===== src/rtl/cpu_types_pkg.sv =====
// Shared types for the memory arbiter: RAM handshake states, arbiter FSM states
// and the default value returned on an errored load.
package cpu_types_pkg;

  typedef enum logic [1:0] {
    FREE   = 2'd0,
    BUSY   = 2'd1,
    ACCESS = 2'd2,
    ERROR  = 2'd3
  } ramstate_t;

  typedef enum logic [1:0] {
    IDLE,
    DACC,
    IACC,
    SCFAIL
  } arb_state_t;

  localparam logic [31:0] ERR_DATA_DEFAULT = 32'hBAD1BAD1;

endpackage


===== src/rtl/mem_arbiter_link_reg.sv =====
// LL/SC link register: remembers the word address of the last load-linked and
// drops the link when a conflicting write or clear event is seen.
module mem_link_reg
  import cpu_types_pkg::*;
(
  input  logic        clk,
  input  logic        rst,
  input  logic        set,
  input  logic [29:0] set_addr,
  input  logic        clear,
  input  logic        snoop_valid,
  input  logic [29:0] snoop_addr,
  input  logic [29:0] cmp_addr,
  output logic        hit
);

  logic [29:0] linkaddr;
  logic        linkvalid;

  always_ff @(posedge clk) begin
    if (rst) begin
      linkaddr  <= '0;
      linkvalid <= 1'b0;
    end else if (set) begin
      linkaddr  <= set_addr;
      linkvalid <= 1'b1;
    end else if (clear || (snoop_valid && snoop_addr == linkaddr)) begin
      linkvalid <= 1'b0;
    end
  end

  assign hit = linkvalid && (linkaddr == cmp_addr);

endmodule


===== src/rtl/mem_arbiter.sv =====
// Single-ported RAM arbiter: data-over-instruction priority, latched RAM
// requests, LL/SC link tracking, access timeout and sticky error flag.
module mem_arbiter
  import cpu_types_pkg::*;
#(
  parameter int unsigned TIMEOUT  = 255,
  parameter logic [31:0] ERR_DATA = ERR_DATA_DEFAULT
) (
  input  logic        CLK,
  input  logic        RST,
  input  logic        iREN,
  input  logic [31:0] iaddr,
  output logic [31:0] iload,
  output logic        iwait,
  input  logic        dREN,
  input  logic        dWEN,
  input  logic        datomic,
  input  logic [31:0] daddr,
  input  logic [31:0] dstore,
  output logic [31:0] dload,
  output logic        dwait,
  output logic        ramREN,
  output logic        ramWEN,
  output logic [31:0] ramaddr,
  output logic [31:0] ramstore,
  input  logic [31:0] ramload,
  input  logic [1:0]  ramstate,
  output logic        merr
);

  localparam int unsigned CW = $clog2(TIMEOUT + 1);

  arb_state_t    state, next;
  ramstate_t     rs;
  logic [CW-1:0] cnt;
  logic          ren_q, wen_q, atomic_q;
  logic [31:0]   addr_q, store_q;
  logic          link_hit, acc, fail, done, grant_d, grant_i;
  logic          in_dacc;

  assign rs      = ramstate_t'(ramstate);
  assign acc     = (rs == ACCESS);
  // ACCESS takes precedence over a timeout expiring in the same cycle
  assign fail    = !acc && ((rs == ERROR) || (cnt == CW'(TIMEOUT)));
  assign in_dacc = (state == DACC);

  always_comb begin
    next    = state;
    grant_d = 1'b0;
    grant_i = 1'b0;
    done    = 1'b0;
    iwait   = iREN;
    dwait   = dREN | dWEN;
    iload   = '0;
    dload   = '0;
    unique case (state)
      IDLE: begin
        if (dREN | dWEN) begin
          if (dWEN && datomic && !link_hit) begin
            next = SCFAIL;
          end else begin
            next    = DACC;
            grant_d = 1'b1;
          end
        end else if (iREN) begin
          next    = IACC;
          grant_i = 1'b1;
        end
      end
      DACC: begin
        if (acc || fail) begin
          done  = 1'b1;
          next  = IDLE;
          dwait = 1'b0;
          if (fail)                  dload = ERR_DATA;
          else if (wen_q && atomic_q) dload = 32'd1;
          else                        dload = ramload;
        end
      end
      IACC: begin
        if (acc || fail) begin
          done  = 1'b1;
          next  = IDLE;
          iwait = 1'b0;
          iload = fail ? ERR_DATA : ramload;
        end
      end
      SCFAIL: begin
        next  = IDLE;
        dwait = 1'b0;
      end
    endcase
  end

  always_ff @(posedge CLK) begin
    if (RST) begin
      state    <= IDLE;
      ren_q    <= 1'b0;
      wen_q    <= 1'b0;
      atomic_q <= 1'b0;
      addr_q   <= '0;
      store_q  <= '0;
      cnt      <= '0;
      merr     <= 1'b0;
    end else begin
      state <= next;
      if (grant_d) begin
        ren_q    <= !dWEN;
        wen_q    <= dWEN;
        atomic_q <= datomic;
        addr_q   <= daddr;
        store_q  <= dstore;
        cnt      <= '0;
      end else if (grant_i) begin
        ren_q    <= 1'b1;
        wen_q    <= 1'b0;
        atomic_q <= 1'b0;
        addr_q   <= iaddr;
        cnt      <= '0;
      end else if (done) begin
        ren_q <= 1'b0;
        wen_q <= 1'b0;
      end else if (state == DACC || state == IACC) begin
        cnt <= cnt + 1'b1;
      end
      if (done && fail) merr <= 1'b1;
    end
  end

  mem_link_reg u_link (
    .clk         (CLK),
    .rst         (RST),
    .set         (done && acc && in_dacc && ren_q && atomic_q),
    .set_addr    (addr_q[31:2]),
    .clear       ((done && acc && in_dacc && wen_q && atomic_q) ||
                  (state == SCFAIL) || (done && fail)),
    .snoop_valid (done && acc && in_dacc && wen_q && !atomic_q),
    .snoop_addr  (addr_q[31:2]),
    .cmp_addr    (daddr[31:2]),
    .hit         (link_hit)
  );

  assign ramREN   = ren_q;
  assign ramWEN   = wen_q;
  assign ramaddr  = addr_q;
  assign ramstore = store_q;

endmodule


===== config.mk =====
export PLATFORM = sky130hd
export DESIGN_NAME = mem_arbiter
export DESIGN_NICKNAME = d
export VERILOG_FILES = /design/src/rtl/cpu_types_pkg.sv /design/src/rtl/mem_arbiter_link_reg.sv /design/src/rtl/mem_arbiter.sv
export SDC_FILE = /design/constraint.sdc
export NUM_CORES = 1
export LEC_CHECK = 0
export CAP_MARGIN = 40
export CORE_UTILIZATION = 45
export CTS_CLUSTER_SIZE = 25
export DETAILED_ROUTE_END_ITERATION = 8
export PLACE_DENSITY = 0.93
export SKIP_LAST_GASP = 1
export SYNTH_ARGS = -nofsm -noshare
export SYNTH_HDL_FRONTEND = slang
export SYNTH_SLANG_ARGS = --single-unit

===== constraint.sdc =====
create_clock -name CLK -period 5.1 [get_ports CLK]
set_input_delay 0.51 -clock CLK [delete_from_list [all_inputs] [get_ports CLK]]
set_output_delay 0.51 -clock CLK [all_outputs]
set_load 0.02 [all_outputs]

After elaboration in Yosys (flattened, before gate mapping). Index checks and enable logic that the tools add are counted.

Register bits after elaboration: 109. Word-level logic and storage cells: 90. Bits in read-only memories: 0. Memories: 0. Output and inout bits: 133. RAM bits: 0. Latch bits: 0.

Reduce and logical (&&, ||, !) cells: 32. Shift operators: 0. $mul: 0. Bitwise gates (word level): 2. Mux-type cells: 35. Magnitude comparators: 0. Add/subtract/negate cells: 1. Equal/unequal tests: 10. Div/mod/pow operators: 0.

Operator list (number): two-way mux 32 bit (9); equality test 30 bit (2); two-way mux 1 bit (20); logical AND 1 bit (14); adder 8 x 1 -> 8 bit (second input constant) (1); equality test 2 bit (second input constant) (4); equality test 8 bit (second input constant) (1); two-way mux 2 bit (4); logical OR 1 bit (6); case mux 2 bit (3 select lines) (1); logical NOT 1 bit (4); AND reduction 2 bit (2); nonzero test 2 bit (2); inequality test 3 bit (second input constant) (1); nonzero test 3 bit (1); OR reduction 3 bit (1); equality test 2 x 1 -> 1 bit (second input constant) (1); logical NOT 2 bit (1); inequality test 2 x 1 -> 1 bit (second input constant) (1); case mux 1 bit (2 select lines) (1); OR reduction 2 bit (1); inverter 1 bit (1); bitwise OR 1 bit (1).

Logic depth before layout (Yosys ltp).
Word-level depth: 15. Depth in mapped cells: 8. Mapped depth without buffers: 6.

Modules after synthesis. A second synthesis with hierarchy kept.

Cell total of the unflattened synthesis: 694. Area, all modules: 5556.6 µm².

By module, submodules not included: mem_arbiter (sequential area each 1561.5 µm², cells an instance 512, instances 1, area each 3816.2 µm²); mem_link_reg (sequential area each 620.6 µm², cells an instance 182, instances 1, area each 1740.4 µm²).

Worst setup path after synthesis. No wires, ideal clock.

Kind: register to output. From: reg cnt[2]. To: out iload[13]. Arrival: 1.733 ns. Cell stages (with the launch flop): 7. Path buffers: 2. Data required time: 4.590 ns. Setup slack: 2.857 ns. Cell sequence: dfxtp_1 > and4_1 > a41o_1 > and2_1 > clkbuf_1 > buf_1 > o21a_1.

Cells in the longest elaborated chain, start to end: 6.

Ends and longest elaborated chain: start: declaration (line mem_arbiter.sv:35) `logic [CW-1:0] cnt;`; start signal: assignment (line mem_arbiter.sv:124) `cnt <= cnt + 1'b1;`; equality test 8 bit * (line mem_arbiter.sv:44) `assign fail = !acc && ((rs == ERROR) || (cnt == CW'(TIMEOUT)));`; logical OR 1 bit * (line mem_arbiter.sv:44); logical AND 1 bit * (line mem_arbiter.sv:44); two-way mux 32 bit / logical OR 1 bit (equally long branches) (line mem_arbiter.sv:85, mem_arbiter.sv:81); two-way mux 32 bit * (line mem_arbiter.sv:81) `if (acc || fail) begin`; two-way mux 32 bit * (line mem_arbiter.sv:56) `unique case (state)`; end: declaration (line mem_arbiter.sv:13) `output logic [31:0] iload,`.

Mark *: on every way between the ends. The rest lies on a longest branch, timed or not.

Final worst setup path.
From: in ramstate[1]. To: out dload[8].

Cells in the longest elaborated chain, start to end: 6.

Ends and longest elaborated chain: start: declaration (line mem_arbiter.sv:27) `input logic [1:0] ramstate,`; equality test 2 bit, on equally long branches (line mem_arbiter.sv:42, mem_arbiter.sv:44); logical NOT 1 bit / logical OR 1 bit (equally long branches) (line mem_arbiter.sv:44); logical AND 1 bit (line mem_arbiter.sv:44); two-way mux 32 bit / logical OR 1 bit (equally long branches) (line mem_arbiter.sv:75, mem_arbiter.sv:71); two-way mux 32 bit * (line mem_arbiter.sv:71) `if (acc || fail) begin`; two-way mux 32 bit * (line mem_arbiter.sv:56); end: declaration (line mem_arbiter.sv:20) `output logic [31:0] dload,`.

Marked as above.

==> reports/summary.txt <==
Fin crit share = 0.681
Pwr dens = 307 nW/um2
Syn_area_per_cell = 8.01 um2
Crit Path Class = in -> out
Compound-gate portion of the synthesized area = 0.237
Worst R2R End = ramstore[30]
Syn Inst Count = 716
Core outline area = 12200 um2
Cell family with the largest share of critical-path delay = simple AND/OR/NAND/NOR gates
Via density = 5.66
I/O pins = 269
Post-synthesis cell type count = 38
Syn_nets = 857
Global route overflow = 0
Max clock buf depth = 2
Final net count = 1086
Worst slew margin = 0.454
Fin Clk Skew = 0.0115 ns
Post-Syn Area = 5740 um2
WP data required = 4.59 ns
# fillers = 961
Worst Hold Class = reg -> reg
CTS resizes = 0
Fin cells = 1119
R2r setup slk = 2.44 ns
Crit-path max FO = 15
Top cells by area, synth = dfxtp_1, a21oi_1, o21ai_0, xnor2_1, xor2_1
Clock sink count = 109
Hold_buf cts = 0
CTS H-tree lvls = 3
Final Cell Area = 8830 um2
Vias = 6336
Post-Route Setup TNS = 0 ns
Leak = 3.14 nW
Fmax = 288 MHz
Most frequent cells in the layout = clkdlybuf4s50_1, dfxtp_1, a21oi_1, nand2_1, o21ai_0
Die X = 115 um
Dpl ws = 1.63 ns
Inst Count DP = 1102
Max-slew violation total from the final report = 0
Insertion delay to the later sink of the worst-skew pair = 0.34 ns
First-pass GRT wire length = 30.0 mm
TritonCTS Buffers = 9
Initial antenna violation count = 2
Final setup margin = 1.63 ns
Number of I/O port buffers = 268
Post-synthesis adder-cell area fraction = 0.0109
RSZ-0062 raised after global routing = false
Area post-placement = 8540 um2
Post-route ant nets = 0
TritonRoute pass-1 iters = 5
Max Cap Violations = 0
Initial core utilization = 0.470
Clock slew at the register clock pins of the worst setup and hold paths = 0.07 ns
Synthesis-stage register bit count = 109
Crit-path cells = clkdlybuf4s50_1 -> nor2b_1 -> and3_1 -> and2_1 -> clkdlybuf4s50_1
FF-to-FF path depth = 7
Detail Placement HPWL = 14.7 mm
Buf/Inv on CP = 2
Post-synthesis simple-gate area fraction = 0.188
DRT iter0 DRCs = 448
Largest net degree at the start of global routing = 71
Commonest non-fill, non-tap cell in the layout = clkdlybuf4s50_1
Hold WS = 0.481 ns
Reg-to-Reg Start = u_link.linkaddr[3]
Area growth, synth to finish = 53.8%
Critical path arrival = 2.96 ns
Measured slew at the worst slew-check pin = 0.815 ns
DRT Wirelength = 19.9 mm
Routability Congestion = 0.852
Setup crit start = ramstate[1]
Post-synthesis mux area share = 0.0314
Yosys Warn Count = 0
Post-CTS setup buffer count = 0
Die Y = 115 um
Die ar. = 13200 um2
Final setup viols = 0
Vias in the first global route = 5752
Critical-path top delay cell = nor2b_1
Worst setup endpoint = dload[8]
Number of synthesized flops with an enable pin = 0
Synth top area share = 0.380
Status = complete, no violations
Instance count on the critical path = 5
Rows = 40
Largest family of logic cells by synthesized area = compound AO/OA/AOI/OAI gates
Critical Path Max Stage Delay = 0.63 ns
Layout cells sized above 1 = 0.0358
Drt drc = 0
CTS tree = built
Post-synth top flop = dfxtp_1
Clock Tree Root = clkbuf_16
Most common cell on crit path = clkdlybuf4s50_1
Startpoint types = primary input
GRT Util Overall = 0.293
Final hold violations = 0
CP endpoint kind = primary output
Sequential share of the synthesized area = 0.380
VDD IR max = 0.000164 V
Cell taking the most area after synthesis = dfxtp_1
Fraction of registers with async set/reset = 0
Tmin final = 3.47 ns
Avg WL per Cell = 17.8 um
XOR/XNOR Fraction of Synth Area = 0.102
==> layer usage <==
metal  GRT usage  share of wire
met1       0.347           0.38
met2       0.500           0.48
met3      0.0564          0.091
met4       0.160          0.046
met5           0              0
==> synth_stat cells, drive strengths merged, types with 17 or more instances <==
| cell type | count |
|---|---|
| xnor2 | 36 |
| dfxtp | 109 |
| clkbuf | 52 |
| nand3 | 50 |
| o21ai | 68 |
| a21oi | 85 |
| nor2 | 27 |
| nand2 | 69 |
| and3 | 17 |
| xor2 | 31 |
| o311a | 17 |
| mux2i | 18 |
| o21a | 17 |
==> worst register-to-register path, delay by kind of cell, from the launching register on <==
kind	cells	cell delay, ns
AOI/OAI and AO/OA	3	0.87
xor gates and xnor gates	1	0.21
DFF	1	0.35
buffers and inverters	1	0.37
and+or+nand+nor	2	0.72
==> logic make-up after synthesis <==
kind of cell,count (synthesis)
AOI/OAI and AO/OA,227
xor gates and xnor gates,67
adders and majority gates,5
buffers and inverters,68
DFF,109
muxes,18
and+or+nand+nor,222
==> through the flow <==
step                utilization  power, mW
global placement          0.691       2.01
finish                    0.723       2.71
global route              0.723       2.83
detailed placement        0.699       2.05
floorplan                     -       1.56
CTS                       0.722       2.72
==> area by class of cell <==
cell class | instances | area, um2 | share of cell area
inverter | 6 | 22.5 | 0.00255
multi-input combinational | 539 | 3290 | 0.373
sequential | 109 | 2180 | 0.247
antenna | 2 | 5.00 | 0.000567
tap | 168 | 210 | 0.0238
timing repair buffer | 280 | 2830 | 0.321
clock inverter | 5 | 45.0 | 0.00510
clock buffer | 10 | 239 | 0.0271
==> worst min path at each step <==
stage	start	to	slack, ns	depth (start not counted)
2_1_floorplan	u_link.linkvalid	u_link.linkvalid	0.46	2
3_3_place_gp	merr	merr	0.45	2
3_5_place_dp	ramstore[20]	ramstore[20]	0.47	2
4_1_cts	ramstore[20]	ramstore[20]	0.48	2
5_1_grt	ramstore[3]	ramstore[3]	0.50	2
6_report	ramstore[25]	ramstore[25]	0.48	2
==> power breakdown <==
group	internal (mW)	switching (mW)
Sequential	0.937	0.0775
Clock	0.349	0.327
Combinational	0.477	0.544
Total	1.76	0.949
==> sequential cells by signal, indices dropped and copies added, names as in the netlist <==
name,flops
ramstore,32
merr,1
ramaddr,32
ramWEN,1
state,2
u_link.linkaddr,30
atomic_q,1
cnt,8
ramREN,1
u_link.linkvalid,1
Note: power is estimated with default switching activity, not from simulation.
